===== config.mk =====
export PLATFORM = sky130hd
export DESIGN_NAME = ehr_cf_fifo
export DESIGN_NICKNAME = d
export VERILOG_FILES = /design/src/rtl/fifo_pkg.sv /design/src/rtl/fifo_ptr.sv /design/src/rtl/ehr_cf_fifo.sv
export SDC_FILE = /design/constraint.sdc
export NUM_CORES = 1
export LEC_CHECK = 0
export CAP_MARGIN = 20
export CELL_PAD_IN_SITES_DETAIL_PLACEMENT = 0
export CELL_PAD_IN_SITES_GLOBAL_PLACEMENT = 2
export CORE_UTILIZATION = 43
export DETAILED_ROUTE_END_ITERATION = 7
export DONT_BUFFER_PORTS = 1
export GPL_ROUTABILITY_DRIVEN = 0
export PLACE_DENSITY_LB_ADDON = 0.08
export SLEW_MARGIN = 20
export SYNTH_ARGS = -nofsm -noshare
export SYNTH_HDL_FRONTEND = slang
export SYNTH_SLANG_ARGS = --single-unit
export TNS_END_PERCENT = 100

===== constraint.sdc =====
create_clock -name clk -period 2.2 [get_ports clk]
set_input_delay 0.66 -clock clk [delete_from_list [all_inputs] [get_ports clk]]
set_output_delay 0.66 -clock clk [all_outputs]
set_load 0.01 [all_outputs]

===== src/rtl/fifo_pkg.sv =====
// Shared defaults and helpers for the fifos library: default width/depth,
// pointer-width helper and the default occupancy count type.
package fifo_pkg;

  localparam int DEFAULT_N     = 32;
  localparam int DEFAULT_DEPTH = 4;

  function automatic int ptr_w(input int depth);
    return $clog2(depth);
  endfunction

  localparam int DEFAULT_PW = $clog2(DEFAULT_DEPTH);

  // One extra bit so a completely full FIFO (count == DEPTH) is representable.
  typedef logic [DEFAULT_PW:0] count_t;

endpackage


===== src/rtl/fifo_ptr.sv =====
// PW-bit circular pointer for ehr_cf_fifo; wraps DEPTH-1 -> 0 naturally
// because DEPTH is a power of two.
module fifo_ptr #(
  parameter int PW = 2
) (
  input  logic          clk,
  input  logic          rst,
  input  logic          inc,
  output logic [PW-1:0] ptr
);

  always_ff @(posedge clk) begin
    if (!rst) begin
      ptr <= '0;
    end else if (inc) begin
      ptr <= ptr + 1'b1;
    end
  end

endmodule


===== src/rtl/ehr_cf_fifo.sv =====
// Conflict-free circular-buffer FIFO with valid/ready on both ends.
// Optional macro BYPASS_EN: zero-latency pass-through while empty.
module ehr_cf_fifo
  import fifo_pkg::*;
#(
  parameter  int N     = DEFAULT_N,
  parameter  int DEPTH = DEFAULT_DEPTH,
  localparam int PW    = ptr_w(DEPTH)
) (
  input  logic          clk,
  input  logic          rst,
  input  logic          enq_valid,
  input  logic [N-1:0]  enq_data,
  output logic          enq_ready,
  output logic          deq_valid,
  output logic [N-1:0]  deq_data,
  input  logic          deq_ready,
  output logic [PW:0]   count,
  output logic          full,
  output logic          empty
);

  logic [N-1:0]  mem [DEPTH];
  logic [PW-1:0] rd_ptr;
  logic [PW-1:0] wr_ptr;
  logic          enq_fire;
  logic          deq_fire;
  logic          do_write;
  logic          do_read;

  assign full  = (count == (PW+1)'(DEPTH));
  assign empty = (count == '0);

`ifdef BYPASS_EN
  // While empty the producer drives the consumer directly; the element is
  // stored only when the consumer does not take it this cycle.
  logic pass_through;

  always_comb begin
    enq_ready = !full;
    deq_valid = empty ? enq_valid : 1'b1;
    deq_data  = empty ? enq_data  : mem[rd_ptr];
  end

  assign enq_fire     = enq_valid && enq_ready;
  assign deq_fire     = deq_valid && deq_ready;
  assign pass_through = empty && enq_fire && deq_fire;
  assign do_write     = rst && enq_fire && !pass_through;
  assign do_read      = rst && deq_fire && !empty;
`else
  always_comb begin
    enq_ready = !full;
    deq_valid = !empty;
    deq_data  = empty ? '0 : mem[rd_ptr];
  end

  assign enq_fire = enq_valid && enq_ready;
  assign deq_fire = deq_valid && deq_ready;
  assign do_write = rst && enq_fire;
  assign do_read  = rst && deq_fire;
`endif

  fifo_ptr #(.PW(PW)) u_wr_ptr (
    .clk (clk),
    .rst (rst),
    .inc (do_write),
    .ptr (wr_ptr)
  );

  fifo_ptr #(.PW(PW)) u_rd_ptr (
    .clk (clk),
    .rst (rst),
    .inc (do_read),
    .ptr (rd_ptr)
  );

  // Storage is deliberately left uncleared by reset; empty masks it on output.
  always_ff @(posedge clk) begin
    if (do_write) begin
      mem[wr_ptr] <= enq_data;
    end
  end

  always_ff @(posedge clk) begin
    if (!rst) begin
      count <= '0;
    end else begin
      case ({do_write, do_read})
        2'b10:   count <= count + 1'b1;
        2'b01:   count <= count - 1'b1;
        default: count <= count;
      endcase
    end
  end

endmodule


==> results of run 1 <==
stage by stage:
| stage | setup WS (ns) | instance area [µm²] | hold WS [ns] | power [µW] | cells |
|---|---|---|---|---|---|
| 2_1_floorplan | -0.0376 | 5370 | 0.456 | 3540 | 257 |
| 3_3_place_gp | 0.0587 | 5730 | 0.474 | 3720 | 430 |
| 3_5_place_dp | 0.0475 | 5730 | 0.493 | 3730 | 430 |
| 4_1_cts | -0.199 | 6350 | 0.326 | 6250 | 463 |
| 5_1_grt | -0.256 | 6400 | 0.321 | 6440 | 464 |
| 6_report | -0.188 | 6400 | 0.346 | 6190 | 464 |
synthesized netlist by cell type:
library cell	count
edfxtp_1	128
and2_1	40
mux4_2	29
dfxtp_1	9
inv_1	8
buf_6	5
ha_1	5
buf_2	4
nand2_1	4
clkbuf_1	3
mux4_1	3
o21ai_0	3
or3_1	3
mux2i_1	2
xnor2_1	2
a21boi_0	1
a21boi_1	1
and3_1	1
and3_4	1
fa_1	1
inv_2	1
o31ai_1	1
or3b_4	1
xor2_1	1
cell type report:
class	instances	area (µm²)	area share [%]
Sequential cell	137	4040	63.0
Multi-Input combinational cell	99	1310	20.5
Clock buffer	18	429	6.71
Timing Repair Buffer	19	300	4.69
Tap cell	168	210	3.28
Clock inverter	14	65.1	1.02
Inverter	9	46.3	0.723
critical path: stages (launching register included):
cell     delay [ns]
dfxtp_4        0.43
buf_4          0.17
mux4_1         0.54
and2_4         0.19
report_power, final:
group          total (µW)  switching (µW)  internal [µW]
Clock                2340             946           1390
Sequential           3010            44.7           2970
Combinational         843             387            456
repair_timing:
| action | 4_1_cts | 5_1_grt |
|---|---|---|
| resized for setup | 41 | 9 |
| endpoints found under the hold margin | 0 | 0 |
| buffers inserted | 0 | 0 |
| setup endpoints to repair | 34 | 36 |
| pin swaps | 0 | 0 |
| gates cloned | 1 | 1 |
flip-flops by register name, indices dropped and copies added (netlist names), named ones only:
register / cells
count: 3
mem: 128
u_rd_ptr.ptr: 2
u_wr_ptr.ptr: 2
per-layer routing:
| metal | vias to the layer above | share of wire, % | GRT usage, % |
|---|---|---|---|
| li1 | 1064 | - | - |
| met1 | 1173 | 43 | 19.4 |
| met2 | 58 | 48 | 24.2 |
| met3 | 14 | 6.5 | 6.75 |
| met4 | 0 | 1.7 | 7.37 |
| met5 | - | 0 | 0 |
cell families (layout without fill, tap and decap cells):
kind of cell | Yosys count | in the layout
AO/OA/AOI/OAI | 6 | 6
XOR/XNOR | 3 | 3
adder cells (fa/ha/maj) | 6 | 6
buffers and inverters | 21 | 60
flip-flops | 137 | 137
multiplexers | 34 | 34
AND/OR/NAND/NOR | 50 | 50
path summary, 6_finish.rpt:
kind                            slack, ns                            to  cells past startpoint                         start
worst max-delay path                -0.19                  deq_data[30]                      3                     flip-flop
worst min-delay path                 0.35           mem[3][7]$_DFFE_PP_                      0                   enq_data[7]
worst max register to register       0.10         count[2]$_SDFFE_PN0P_                      9         count[1]$_SDFFE_PN0P_
worst min register to register       0.51  u_wr_ptr.ptr[1]$_SDFFE_PN0P_                      2  u_wr_ptr.ptr[1]$_SDFFE_PN0P_
==> results_dict.tcl, run 1 <==
set metrics [dict create \
    status "finished with violations" \
    violations "setup timing" \
    netlist_area_um2 5360 \
    seq_area_frac_synth_pct 75.1 \
    grt_max_degree 33 \
    synth-adder-area-share_pct 1.54 \
    die_x_um 114 \
    via_count 2309 \
    yosys.area_share.xor_xnor_pct 0.491 \
    synth.largest_area_cell "edfxtp_1" \
    clock-sinks 137 \
    crit_fanout 5 \
    overflow 0 \
    syn_avg_cell_area_um2 20.8 \
    synth_compound_area_share_pct 0.701 \
    cp.required_ns 1.54 \
    fill_cells 955 \
    grt_pass1_wl_mm 14.3 \
    setup_tns_ns -4.61 \
    hold_buffers 0 \
    skew_ns 0.00463 \
    fin_crit_ns 2.39 \
    nets 325 \
    ant_nets 0 \
    synth-simple-area-share_pct 5.84 \
    areaGrowthSynthToFinish_pct 19.5 \
    cts_made_buffers 17 \
    synth.area.top_cells "edfxtp_1 (72%), mux4_2 (12%), and2_1 (4.7%)" \
    critPathArrivalTime_ns 1.73 \
    utilization_pct 53.1 \
    wl_per_cell_um 19.8 \
    hold_violations 0 \
    ys_ff_latch 137 \
    rsz0062_at_grt "yes" \
    drtIter0Drc 118 \
    drive_above_1_share_pct 41.9 \
    setup_ws_ns -0.188 \
    antenna_found_initial 0 \
    synth_cells 257 \
    drc_errors 0 \
    viasPerCell 4.98 \
    diodes 0 \
    grt_pass1_vias 2533 \
    relSlewSlack_pct 39.6 \
    crit_type "flip-flop to output port" \
    dr.pass1.iters 4 \
    core_um2 12100 \
    routed_wl_mm 9.20 \
    pin_count 75 \
    syn-num-nets 299 \
    port_buffers 0 \
    drv_slew 0 \
    clock_latency_ns 0.41 \
    start_util_pct 44.4 \
    cap_viol_max_count 0 \
    clockBufferDepth 2 \
    synth_warnings 0 \
    die_y_um 114 \
    min_period_over_period_pct 109 \
    netlist.area_leader.share_pct 71.8 \
    cts_tree "built" \
    htree_levels 4 \
    max_freq_ghz 0.419 \
    grtUsageTotal_pct 15.8 \
    endpoint_kind "output port" \
    powerDensity_nw_per_um2 968 \
    cts_root_buffer "clkbuf_16" \
    synth.distinct_cells 24 \
    leakage_uw 0.00208 \
    clk_pin_slew_ns 0.05 \
    start_kind "flip-flop" \
    rows 40 \
    setup_violations 33 \
    min_path_type "primary input to flip-flop" \
    irDropWorstVdd_uv 561 \
    synth_top_family_by_area "multiplexers" \
    die-area_um2 12900 \
    layout_commonest_cell "edfxtp_1" \
    final_cell_mix "edfxtp_1 (128), and2_4 (32), mux4_2 (31)" \
    hpwl_mm 5.34 \
    worstMarginPinSlew_ns 0.906 \
    synth.area.mux_share_pct 14.0 \
]
No activity file was read; power rests on OpenSTA's default activity.
==> run 2: changes to the inputs <==
--- a/config.mk
+++ b/config.mk
@@ -8,7 +8,8 @@
 export CAP_MARGIN = 20
 export CELL_PAD_IN_SITES_DETAIL_PLACEMENT = 0
 export CELL_PAD_IN_SITES_GLOBAL_PLACEMENT = 2
-export CORE_UTILIZATION = 43
+export CORE_UTILIZATION = 40
+export CTS_BUF_LIST = sky130_fd_sc_hd__clkbuf_16
 export DETAILED_ROUTE_END_ITERATION = 7
 export DONT_BUFFER_PORTS = 1
 export GPL_ROUTABILITY_DRIVEN = 0
==> run 2 against run 1 <==
  * Global-route usage shrank 0.38 points
  * Total power rose by 11%
  * Wire length up 5.0%
  * Clock-buffer cell count is 1 lower
  * Setup slack better by 0.034 ns
  * Combinational power up 2%
  * Non-clock buffer count increased by 5
  * Core utilization shrank 2.1 points
  * The flow still finishes with violations (setup timing)
  * Clock skew about the same
  * Maximum frequency up 1.4%
  * First-iteration DRC count grew 25%
==> results_dict.tcl, run 2 (synthesis results as in run 1) <==
set metrics [dict create \
    wl_per_cell_um 20.4 \
    port_buffers 0 \
    routed_wl_mm 9.66 \
    hold_buffers 0 \
    leakage_uw 0.00216 \
    viasPerCell 5.04 \
    areaGrowthSynthToFinish_pct 22.1 \
    largest-register "mem" \
    skew_ns 0.00417 \
    dr.pass1.iters 4 \
    cts_tree "built" \
    grt_pass1_wl_mm 14.9 \
    core_um2 12800 \
    min_period_over_period_pct 107 \
    violations "setup timing" \
    diodes 0 \
    p_sw_share_pct 21.0 \
    worstMarginPinSlew_ns 0.291 \
    hpwl_mm 5.77 \
    cap_viol_max_count 0 \
    powerDensity_nw_per_um2 1050 \
    drive_above_1_share_pct 44.9 \
    switchingPower_uw 1440 \
    crit_type "flip-flop to output port" \
    drc_errors 0 \
    pin_count 75 \
    postLayoutCellArea_um2 6540 \
    ant_nets 0 \
    hold_violations 0 \
    cts_made_buffers 17 \
    final_cells 473 \
    crit_fanout 16 \
    rows 41 \
    fin_crit_ns 2.35 \
    min_path_type "primary input to flip-flop" \
    status "finished with violations" \
    die-area_um2 13900 \
    setup_violations 34 \
    critPathArrivalTime_ns 1.69 \
    start_util_pct 41.8 \
    utilization_pct 51.0 \
    max_freq_ghz 0.425 \
    place_inst 436 \
    die_y_um 118 \
    grt_pass1_vias 2521 \
    cp.required_ns 1.54 \
    irDropWorstVdd_uv 470 \
    clockBufferDepth 2 \
    grt_max_degree 21 \
    setup_ws_ns -0.154 \
    clock-sinks 137 \
    endpoint_kind "output port" \
    drtIter0Drc 148 \
    drv_slew 0 \
    relSlewSlack_pct 80.4 \
    clkPwrFrac_pct 43.7 \
    clk_pin_slew_ns 0.06 \
    power_frac_seq_pct 43.8 \
    overflow 0 \
    htree_levels 4 \
    final_cell_mix "edfxtp_1 (128), mux4_2 (32), and2_4 (32)" \
    clock_latency_ns 0.41 \
    layout_commonest_cell "edfxtp_1" \
    power_frac_comb_pct 12.5 \
    nets 330 \
    via_count 2383 \
    antenna_found_initial 0 \
    rsz0062_at_grt "yes" \
    die_x_um 118 \
    place_area_um2 5700 \
    grtUsageTotal_pct 15.4 \
    start_kind "flip-flop" \
    p_int_uw 5420 \
    fill_cells 1049 \
    top_regs "mem (128), count (3)" \
    largest_reg_flops 128 \
    setup_tns_ns -4.31 \
    cts_root_buffer "clkbuf_16" \
]
-- run 2: power by group through the flow --
stage               Sequential (µW)  Clock, µW  Combinational (µW)
global placement               3050          0                 655
detailed placement             3060          0                 659
global route                   3020       3170                 928
floorplan                      3050          0                 495
finish                         3010       3000                 856
CTS                            3010       3060                 917
-- run 2: what timing repair did --
action | in CTS | in global routing
setup endpoints to repair | 34 | 37
buffers inserted | 4 | 0
gates cloned | 3 | 0
resized for setup | 54 | 6
pin swaps | 8 | 2
-- run 2: worst paths after layout --
check	start	depth (start not counted)	to	slack [ns]
max	count[2]$_SDFFE_PN0P_	4	deq_data[8]	-0.15
min	enq_data[16]	0	mem[3][16]$_DFFE_PP_	0.34
max reg2reg	count[2]$_SDFFE_PN0P_	10	count[2]$_SDFFE_PN0P_	-0.03
min reg2reg	u_rd_ptr.ptr[1]$_SDFFE_PN0P_	2	flip-flop	0.51
-- run 2: area by class of cell --
type | instances | area (µm²) | area share (%)
sequential | 137 | 4040 | 61.7
multi-input combinational | 99 | 1300 | 19.9
clock buffer | 17 | 425 | 6.50
timing repair buffer | 24 | 308 | 4.71
tap | 172 | 215 | 3.29
clock inverter | 15 | 209 | 3.19
inverter | 9 | 46.3 | 0.708
-- run 2: worst max-delay path, stage by stage (launching register included) --
cell,delay (ns)
dfxtp_4,0.34
buf_6,0.12
or3_4,0.46
buf_12,0.19
and2_4,0.18
-- run 2: per-layer routing --
metal  part of all wire, %  track usage (%)
met2                    50             24.6
met3                   7.6             7.22
met4                   1.4             6.49
met1                    41             17.7
met5                     0                0
-- run 2: stage by stage --
stage | hold WS, ns | setup slack (ns) | total power (µW)
finish | 0.342 | -0.154 | 6860
global route | 0.315 | -0.219 | 7120
CTS | 0.321 | -0.254 | 6990
detailed placement | 0.497 | 0.0466 | 3710
global placement | 0.496 | 0.0636 | 3710
floorplan | 0.456 | -0.0376 | 3540
